File: config.mk
export PLATFORM = sky130hd
export DESIGN_NAME = pc_next_gen
export DESIGN_NICKNAME = d
export VERILOG_FILES = /design/src/rtl/pc_next_gen.sv
export SDC_FILE = /design/constraint.sdc
export NUM_CORES = 1
export LEC_CHECK = 0
export CAP_MARGIN = 20
export CORE_MARGIN = 4
export CORE_UTILIZATION = 48
export DETAILED_ROUTE_END_ITERATION = 8
export PLACE_DENSITY = 0.82
export RECOVER_POWER = 25
export REMOVE_ABC_BUFFERS = 1
export SLEW_MARGIN = 15
export SYNTH_ARGS = -nofsm -noshare
export SYNTH_HDL_FRONTEND = slang
export SYNTH_SLANG_ARGS = --single-unit
File: constraint.sdc
create_clock -name clk -period 5 [get_ports clk]
set_input_delay 1 -clock clk [delete_from_list [all_inputs] [get_ports clk]]
set_output_delay 1 -clock clk [all_outputs]
set_load 0.02 [all_outputs]
File: src/rtl/pc_next_gen.sv
// pc_next_gen: next-PC select and fetch control with buffered mid-fetch redirects
module pc_next_gen #(
    parameter logic [31:0] RESET_PC = 32'd0,
    parameter int          CNT_W    = 16
) (
    input  logic             clk,
    input  logic             rst,
    input  logic [31:0]      pc,
    input  logic [31:0]      imm_ext,
    input  logic [31:0]      alu_result,
    input  logic [1:0]       pc_src,
    input  logic             stall,
    input  logic             imem_ready,
    output logic             fetch_req,
    output logic [31:0]      pc_next,
    output logic [31:0]      pc_plus4,
    output logic             misaligned,
    output logic [CNT_W-1:0] redirect_cnt
);
    typedef enum logic [1:0] {S_BOOT, S_WAIT, S_STALL} state_t;
    state_t      state;
    logic        pend_valid;
    logic [31:0] pend_target;
    logic        redir;
    logic        apply;
    logic [31:0] tgt;
    logic [31:0] applied;
    assign pc_plus4  = pc + 32'd4;
    assign redir     = pc_src == 2'b01 || pc_src == 2'b10;
    assign tgt       = pc_src == 2'b01 ? pc + imm_ext : pc_src == 2'b10 ? {alu_result[31:1], 1'b0} : pc_plus4;
    // leaving S_STALL delivers the already-fetched instruction's target, so it applies like an advance
    assign apply     = !stall && ((state == S_WAIT && imem_ready) || state == S_STALL);
    assign applied   = pend_valid ? pend_target : tgt;
    assign fetch_req = state == S_WAIT;
    assign pc_next   = state == S_BOOT ? RESET_PC : apply ? {applied[31:2], 2'b00} : pc;
    always_ff @(posedge clk or negedge rst) begin
        if (!rst) begin
            state        <= S_BOOT;
            pend_valid   <= 1'b0;
            pend_target  <= 32'd0;
            misaligned   <= 1'b0;
            redirect_cnt <= '0;
        end else begin
            if (state == S_BOOT)
                state <= S_WAIT;
            else if (state == S_WAIT && imem_ready && stall)
                state <= S_STALL;
            else if (state == S_STALL && !stall)
                state <= S_WAIT;
            if (state == S_WAIT && !imem_ready && redir) begin
                pend_valid  <= 1'b1;
                pend_target <= tgt;
            end
            if (apply) begin
                pend_valid <= 1'b0;
                if (applied[1])
                    misaligned <= 1'b1;
                if ((pend_valid || redir) && !(&redirect_cnt))
                    redirect_cnt <= redirect_cnt + 1'b1;
            end
        end
    end
endmodule

=== Yosys cells after proc, flatten, opt, wreduce, memory -nomap -nowiden ===
Cells that the tools add are included.

* Register bits after elaboration: 52
* Bits of input ports: 102
* Output and inout bits: 82
* Logic and storage cells: 41

* Add/sub/neg operators: 3
* Equal/unequal tests: 4
* Muxes and demuxes: 10
* Reductions and logical operators: 19

{| class="wikitable"
|+ Operators by type and width
! cell !! count
|-
| 32-bit 2-to-1 mux || 5
|-
| 32-bit by 3-bit adder with 32-bit output, second input constant || 1
|-
| 32-bit adder || 1
|-
| 16-bit by 1-bit adder with 16-bit output, second input constant || 1
|-
| 16-bit AND reduction || 1
|-
| 1-bit logical AND || 7
|-
| 2-bit 2-to-1 mux || 3
|-
| 2-bit by 1-bit equality test with 1-bit output, second input constant || 2
|-
| 2-bit equality test, second input constant || 2
|-
| 2-bit AND reduction || 2
|-
| 1-bit zero test || 3
|-
| 1-bit logical OR || 3
|-
| 3-bit nonzero test || 1
|-
| 2-bit zero test || 1
|-
| 1-bit 2-to-1 mux || 2
|-
| 2-bit nonzero test || 1
|}

=== Longest topological paths before layout ===
Gate-level depths: netlist of the first run.

* Depth after elaboration: 6
* Mapped depth: 10
* Gate-level depth less buffers: 10

=== Least setup slack after synthesis of the first run ===
OpenSTA, ideal clock, no wires.

* Path kind: input port to output port
* Start: input pc[4]
* End: output pc_next[22]
* Data arrival time: 3.405 ns
* Data required time: 4.000 ns
* Path slack: 0.595 ns
* Stages: 10
* Buffers on the path: 2
* Cells stage by stage: clkbuf_2 -> nand4_4 -> or4_1 -> buf_4 -> nor2_1 -> xor2_1 -> mux2i_1 -> nor2_2 -> a211oi_1 -> o31ai_1

* Word-level cells in the longest chain between the ends: 6
* Elaborated cells on any way between the ends: 7
* Classes of those cells: add/sub (2); mux (5)

{| class="wikitable"
|+ Ends and longest elaborated chain
! what !! RTL line !! RTL
|-
| start, declared || 8 || <nowiki>input logic [31:0] pc,</nowiki>
|-
| 32-bit by 3-bit adder with 32-bit output || 28 || <nowiki>assign pc_plus4 = pc + 32'd4;</nowiki>
|-
| named net pc_plus4[22] || 16 || <nowiki>output logic [31:0] pc_plus4,</nowiki>
|-
| 32-bit 2-to-1 mux (2 in a row) || 30 || <nowiki>assign tgt = pc_src == 2'b01 ? pc + imm_ext : pc_src == 2'b10 ? {alu_result[31:1], 1'b0} : pc_plus4;</nowiki>
|-
| 32-bit 2-to-1 mux || 33 || <nowiki>assign applied = pend_valid ? pend_target : tgt;</nowiki>
|-
| 32-bit 2-to-1 mux (2 in a row) || 35 || <nowiki>assign pc_next = state == S_BOOT ? RESET_PC : apply ? {applied[31:2], 2'b00} : pc;</nowiki>
|-
| end, declared || 15 || <nowiki>output logic [31:0] pc_next,</nowiki>
|}

The timed path passes the listed nets, and every way through them passes these cells.

=== Worst setup path in the final report of the first run ===
* Start: input pc[0]
* End: output pc_next[24]

* Word-level cells in the longest chain between the ends: 6
* Elaborated cells on any way between the ends: 7
* Classes of those cells: add/sub (2); mux (5)

{| class="wikitable"
|+ Ends and longest elaborated chain
! what !! RTL line
|-
| 32-bit by 3-bit adder with 32-bit output || 28
|-
| 32-bit 2-to-1 mux || 30
|-
| 32-bit 2-to-1 mux (*) || 30
|-
| 32-bit 2-to-1 mux (*) || 33
|-
| 32-bit 2-to-1 mux (*) (2 in a row) || 35
|}

Mark *: on every way between the ends. The rest lies on a longest branch, timed or not.

==> metrics.md, run 1 <==
| Metric | Value |
|---|---|
| Status | finished with violations |
| Failing checks | capacitance limit, slew limit |
| Share of cells above drive strength 1 | 0.1944 |
| Overall power | 1920 µW |
| Starting density of the core | 0.4904 |
| Worst R2R Setup Slack | 2370 ps |
| Gate Count Post-Synth | 769 |
| Worst min-delay path category | flop to flop |
| Final hold viol count | 0 |
| Final GP Congestion | 0.9407 |
| Die ar. | 14110 µm² |
| RR Startpoint | state[1]$_DFFE_PN0P_ |
| Num Clock Sinks | 51 |
| Pwr Density | 216.3 nW/µm² |
| Reg2Reg Depth | 9 |
| EDFF count, synth | 0 |
| First-pass GRT wire length | 33.26 mm |
| Reg clk slew, reported paths | 80 ps |
| Hold path cells | 1 |
| Top cell type's share of synthesized area | 0.2167 |
| Drt pass-1 iters | 5 |
| Die Y | 118.8 µm |
| Worst path required time | 4000 ps |
| Min-delay src | misaligned$_DFFE_PN0P_ |
| Fill cells | 939 |
| All-Layer GR Usage | 0.2884 |
| Most common cell in the netlist | nand2_1 |
| Hold buffers post-CTS | 0 |
| Worst vdd ir | 0.0002145 V |
| Deepest clock path buffer count | 2 |
| Register area share after synthesis | 0.2167 |
| Area of the core | 12010 µm² |
| H-Tree Level Count | 2 |
| Critical register-to-register path endpoint | redirect_cnt[14]$_DFFE_PN0P_ |
| Finished Core Util | 0.7390 |
| Slew Limit Fails | 52 |
| Worst Path Arrival | 3970 ps |
| IO Count | 184 |
| CP endpoint kind | primary output |
| RSZ-0062 raised after global routing | true |
| Initial drt markers | 632 |
| Initial antenna violation count | 0 |
| Leak | 0.003971 µW |
| Slew @ Worst Pin | 3056 ps |
| Ant diodes | 0 |
| Yosys warns | 0 |
| Synth top area cells | dfrtp_1 22%, ha_1 7.2%, nand2_1 6.4% |
| # rows | 40 |
| Antenna-violating nets left | 0 |
| PortBufs | 182 |
| Critical path launch point type | primary input |
| Max-Slew Margin vs Limit | -1.037 |
| Top cells by count, synth | 101 x nand2_1, 67 x o21ai_0, 55 x nand3_1, 51 x dfrtp_1, 51 x nor2_1 |
| WS Path Type | primary input to primary output |
| TritonCTS Buffers | 5 |
| Hpwl dp | 15.99 mm |
| Vias in the first global route | 6822 |
| Post-detailed-route wirelength per cell | 18.09 µm |
| Synth area leader | dfrtp_1 |
| Vias post-DR | 6982 |
| CTS tree | built |
| Chip Width | 118.8 µm |
| Max Fanout on Critical Path | 3 |
| Pin count of the biggest net entering global routing | 58 |
| WHS | 462.8 ps |
| Ys async rst share | 1.000 |
| Area Growth Syn to Fin | 50.68% |
| Final net count | 1175 |
| Area of the mapped netlist | 5891 µm² |
| Number of max-cap violations | 1 |
| Period utilization | 0.9935 |
| Worst hold path endpoint | misaligned$_DFFE_PN0P_ |
| Total grt overflow | 0 |
| Netlist cell types | 73 |
| Vias per Instance | 5.887 |
| Clock Latency Late Sink | 300 ps |
| Skew final | 3.641 ps |
| Drt drc | 0 |
| Mapped Avg Cell Area | 7.660 µm² |
| CTS root buffer | clkbuf_16 |
| Routed wire length | 21.46 mm |
| Final min period | 4967 ps |
| #FFs+latches synth | 51 |
| Final setup violation count | 0 |
| Most common flop cell mapped by yosys | dfrtp_1 |
| Achievable Freq | 201.3 MHz |
[worst max-delay path, cell delays in order]
cell,delay (ps)
clkdlybuf4s50_1,420
and2_1,180
fa_2,380
a21oi_4,220
o211ai_4,120
a211oi_4,280
o21ai_1,110
or4b_4,500
a41o_1,210
a311oi_2,260
o31ai_2,100
buf_4,200
[registers in the layout (all words and copies together) (netlist names)]
name          count
state             2
misaligned        1
redirect_cnt     16
pend_target      31
pend_valid        1
[metrics by stage]
step / cells / instance area [µm²] / worst slack [ps] / TNS, ps
floorplan: 724 / 5634 / 501.9 / 0
global placement: 1176 / 8573 / -453.8 / -5185
detailed placement: 1176 / 8573 / -490.2 / -6127
CTS: 1184 / 8780 / 16.68 / 0
global route: 1186 / 8876 / -56.01 / -144.5
finish: 1186 / 8876 / 32.69 / 0
[timing repair]
action | in CTS | in global routing
resized for setup | 52 | 34
endpoints found under the hold margin | 0 | 0
setup endpoints to repair | 24 | 15
pin swaps | 5 | 8
setup buffers | 0 | 2
[how the worst max path moves through the flow]
stage	from	endpoint	slack, ps	cells after the start
finish	pc[0]	pc_next[24]	30	12
global route	pc[2]	pc_next[31]	-60	11
CTS	pc[0]	pc_next[24]	20	12
detailed placement	pc[2]	pc_next[13]	-490	11
global placement	pc[2]	pc_next[13]	-450	11
floorplan	pc[2]	pc_next[22]	500	9
[cells by family after synthesis]
kind of cell             share of synthesized area
multiplexers                               0.05438
adder cells (fa/ha/maj)                    0.07562
flip-flops                                  0.2167
buffers and inverters                      0.05820
XOR/XNOR                                   0.09813
AO/OA/AOI/OAI                               0.2462
AND/OR/NAND/NOR                             0.2508
[layer usage]
layer,global-route usage,up-vias,wire (µm)
li1,-,3330,-
met1,0.3680,3229,9050
met2,0.4767,362,9986
met3,0.05455,61,1788
met4,0.1217,0,633
met5,0,-,0
[cell type report]
cell class              instances  area [µm²]  area share
repair buffers                307        2726      0.3072
well taps                     147       183.9     0.02072
clock inverters                 3       26.28    0.002960
clock buffers                   5       125.1     0.01410
inverters                      23       86.33    0.009727
multi-input cells             650        4452      0.5016
flip-flops and latches         51        1276      0.1438
[cell usage in the layout, fill, tap and decap left out, drive strengths merged, types with 3 or more instances in the layout]
cell and count:
o21ai 74, nand3 55, xor2 23, and2 6
and3 8, nand2b 6, mux2i 23, nor3 14
mux2 8, a211oi 14, xnor2 43, o21a 9
and4 7, nor2b 5, o211ai 20, o31ai 4
a31oi 6, clkbuf 12, dlygate4sd2 11, dfrtp 51
nand4 22, nand2 101, a21boi 4, a21o 14
a21oi 53, inv 25, clkdlybuf4s15 3, nor4 7
dlymetal6s2s 5, ha 34, buf 127, or2 3
or3 7, clkdlybuf4s50 153, o31a 3, nor2 52
[power by group]
group	leakage, µW	total (µW)	internal (µW)	switching, µW
clock network	0.0000748	376	191	185
logic	0.00324	964	451	513
registers	0.000655	580	517	63.0
total	0.00397	1920	1160	760
No activity file was read; power rests on OpenSTA's default activity.
==> inputs of run 2 (changes only) <==
--- a/config.mk
+++ b/config.mk
@@ -12,7 +12,7 @@
 export PLACE_DENSITY = 0.82
 export RECOVER_POWER = 25
 export REMOVE_ABC_BUFFERS = 1
-export SLEW_MARGIN = 15
+export SLEW_MARGIN = 20
 export SYNTH_ARGS = -nofsm -noshare
 export SYNTH_HDL_FRONTEND = slang
 export SYNTH_SLANG_ARGS = --single-unit
==> results of run 2 <==
No change in the layout: final DEF, timing and power equal those of run 1.
==> inputs of run 3 (changes only) <==
--- a/config.mk
+++ b/config.mk
@@ -9,7 +9,7 @@
 export CORE_MARGIN = 4
 export CORE_UTILIZATION = 48
 export DETAILED_ROUTE_END_ITERATION = 8
-export PLACE_DENSITY = 0.82
+export PLACE_DENSITY = 0.92
 export RECOVER_POWER = 25
 export REMOVE_ABC_BUFFERS = 1
 export SLEW_MARGIN = 20
==> metrics.md, run 3 (synthesis results as in run 1) <==
| Metric | Value |
|---|---|
| Area Growth Syn to Fin | 55.61% |
| Max Fanout on Critical Path | 4 (+1) |
| Slew Limit Fails | 52 (unchanged) |
| All-Layer GR Usage | 0.3321 (+0.04366) |
| H-Tree Level Count | 2 (unchanged) |
| Hpwl dp | 17.96 mm (+12%) |
| Max FFs per register | 31 (unchanged) |
| Share of cells above drive strength 1 | 0.2202 (+0.02583) |
| WHS | 485.8 ps (+23.01 ps) |
| Leak | 0.004197 µW (+5.7%) |
| Largest regs | pend_target x31, redirect_cnt x16, state x2 |
| Pin count of the biggest net entering global routing | 58 (unchanged) |
| Total grt overflow | 0 (unchanged) |
| Status | finished with violations |
| Final Instance Area | 9166 µm² (+3.3%) |
| RSZ-0062 raised after global routing | true |
| Slew @ Worst Pin | 3020 ps (-35.87 ps) |
| CP endpoint kind | primary output |
| CTS tree | built |
| Worst Path Arrival | 4050 ps (+80 ps) |
| First-pass GRT wire length | 37.96 mm (+14%) |
| Drt pass-1 iters | 6 (+1) |
| Initial antenna violation count | 0 (unchanged) |
| Most frequent cells in the layout | 153 x buf_4, 144 x clkdlybuf4s50_1, 100 x nand2_1, 64 x o21ai_0, 55 x nand3_1 |
| Reg area | 1276 µm² (unchanged) |
| Dpl cell area | 8686 µm² (+1.3%) |
| Period utilization | 1.011 (+0.01724) |
| Hold buffers post-CTS | 0 (unchanged) |
| Starting density of the core | 0.4904 (unchanged) |
| # rows | 40 (unchanged) |
| Overall power | 2093 µW (+9.0%) |
| Final GP Congestion | 1.066 (+13%) |
| WS Path Type | primary input to primary output |
| CTS root buffer | clkbuf_16 |
| Multi-input logic area | 4474 µm² (+0.51%) |
| Reg clk slew, reported paths | 70 ps (about the same) |
| Antenna-violating nets left | 0 (unchanged) |
| Max-Slew Margin vs Limit | -1.013 (+0.02391) |
| Skew final | 7.702 ps (+4.061 ps) |
| Final setup violation count | 3 (+3) |
| Routed wire length | 25.92 mm (+21%) |
| PortBufs | 182 (unchanged) |
| Largest Register | pend_target |
| Worst vdd ir | 0.0001684 V (-21%) |
| Final hold viol count | 0 (unchanged) |
| Critical path launch point type | primary input |
| Num Clock Sinks | 51 (unchanged) |
| Final net count | 1203 (+2.4%) |
| Leading cell type in the layout, fill and taps excluded | buf_4 |
| Die ar. | 14110 µm² (unchanged) |
| Pwr Density | 228.3 nW/µm² (+5.5%) |
| Number of max-cap violations | 1 (unchanged) |
| Clock Latency Late Sink | 310 ps (about the same) |
| Fill cells | 770 (-18%) |
| Initial drt markers | 1043 (+65%) |
| Worst min-delay path category | flop to flop |
| Worst path required time | 4000 ps (about the same) |
| Chip Width | 118.8 µm (unchanged) |
| Die Y | 118.8 µm (unchanged) |
| Post-detailed-route wirelength per cell | 21.35 µm (+18%) |
| Drt drc | 0 (unchanged) |
| TritonCTS Buffers | 5 (unchanged) |
| IO Count | 184 (unchanged) |
| Vias post-DR | 7761 (+11%) |
| Area of the core | 12010 µm² (unchanged) |
| Final min period | 5053 ps (+86.18 ps) |
| Ant diodes | 0 (unchanged) |
| Deepest clock path buffer count | 2 (unchanged) |
| DP Worst Slack | -528.5 ps (-38.28 ps) |
| Failing checks | capacitance limit, slew limit, setup timing |
| Setup TNS | -112.4 ps (-112.4 ps) |
| PnR worst setup slack | -53.50 ps (-86.18 ps) |
| Achievable Freq | 197.9 MHz (-1.7%) |
| Vias per Instance | 6.393 (+8.6%) |
| Vias in the first global route | 7566 (+11%) |
run 3: worst max-delay path, stage by stage:
cell             delay (ps)
clkdlybuf4s50_1         470
ha_1                    330
buf_4                   160
a21oi_1                 290
o21ai_1                 170
a22oi_2                 250
o2111ai_2               170
buf_4                   170
a31oi_1                 230
nor4_1                   80
a21oi_1                 170
a32o_1                  220
dlygate4sd2_1           340
run 3: routing by layer:
metal  vias up  track usage  share of wire
li1       3390            -              -
met1      3557       0.3677           0.35
met2       660       0.5837           0.48
met3       154      0.08565           0.11
met4         0       0.1709          0.060
met5         -            0              0
run 3: layout make-up:
class,instances,share of cell area
inverters,23,0.009419
well taps,147,0.02007
clock inverters,3,0.007781
clock buffers,5,0.01365
repair buffers,335,0.3217
flip-flops and latches,51,0.1392
multi-input cells,650,0.4881
run 3: worst paths after layout:
kind                                        start                           end  slack, ps  cells after the start
max in group asynchronous                     rst    pend_target[1]$_DFFE_PN0P_       1520                      2
min                        misaligned$_DFFE_PN0P_        misaligned$_DFFE_PN0P_        490                      1
min reg2reg                misaligned$_DFFE_PN0P_        misaligned$_DFFE_PN0P_        490                      1
min in group asynchronous                     rst  redirect_cnt[10]$_DFFE_PN0P_       1780                      2
max reg2reg                  state[1]$_DFFE_PN0P_  redirect_cnt[14]$_DFFE_PN0P_       2210                      9
max                                        pc[12]                   pc_next[27]        -50                     13
run 3: what timing repair did:
action,CTS,global route
buffers inserted,7,7
pin swaps,11,20
endpoints found under the hold margin,0,0
resized for setup,60,52
setup endpoints to repair,23,24
run 3: per-stage QoR:
stage / util / std cells
3_3_place_gp: 0.7231 / 1193
5_1_grt: 0.7631 / 1214
3_5_place_dp: 0.7231 / 1193
2_1_floorplan: - / 724
6_report: 0.7631 / 1214
4_1_cts: 0.7488 / 1208
run 3: power by group:
| group | total [µW] | internal, µW | switching (µW) |
|---|---|---|---|
| clock network | 473 | 291 | 182 |
| registers | 586 | 518 | 67.9 |
| logic | 1030 | 472 | 562 |
| total | 2090 | 1280 | 812 |
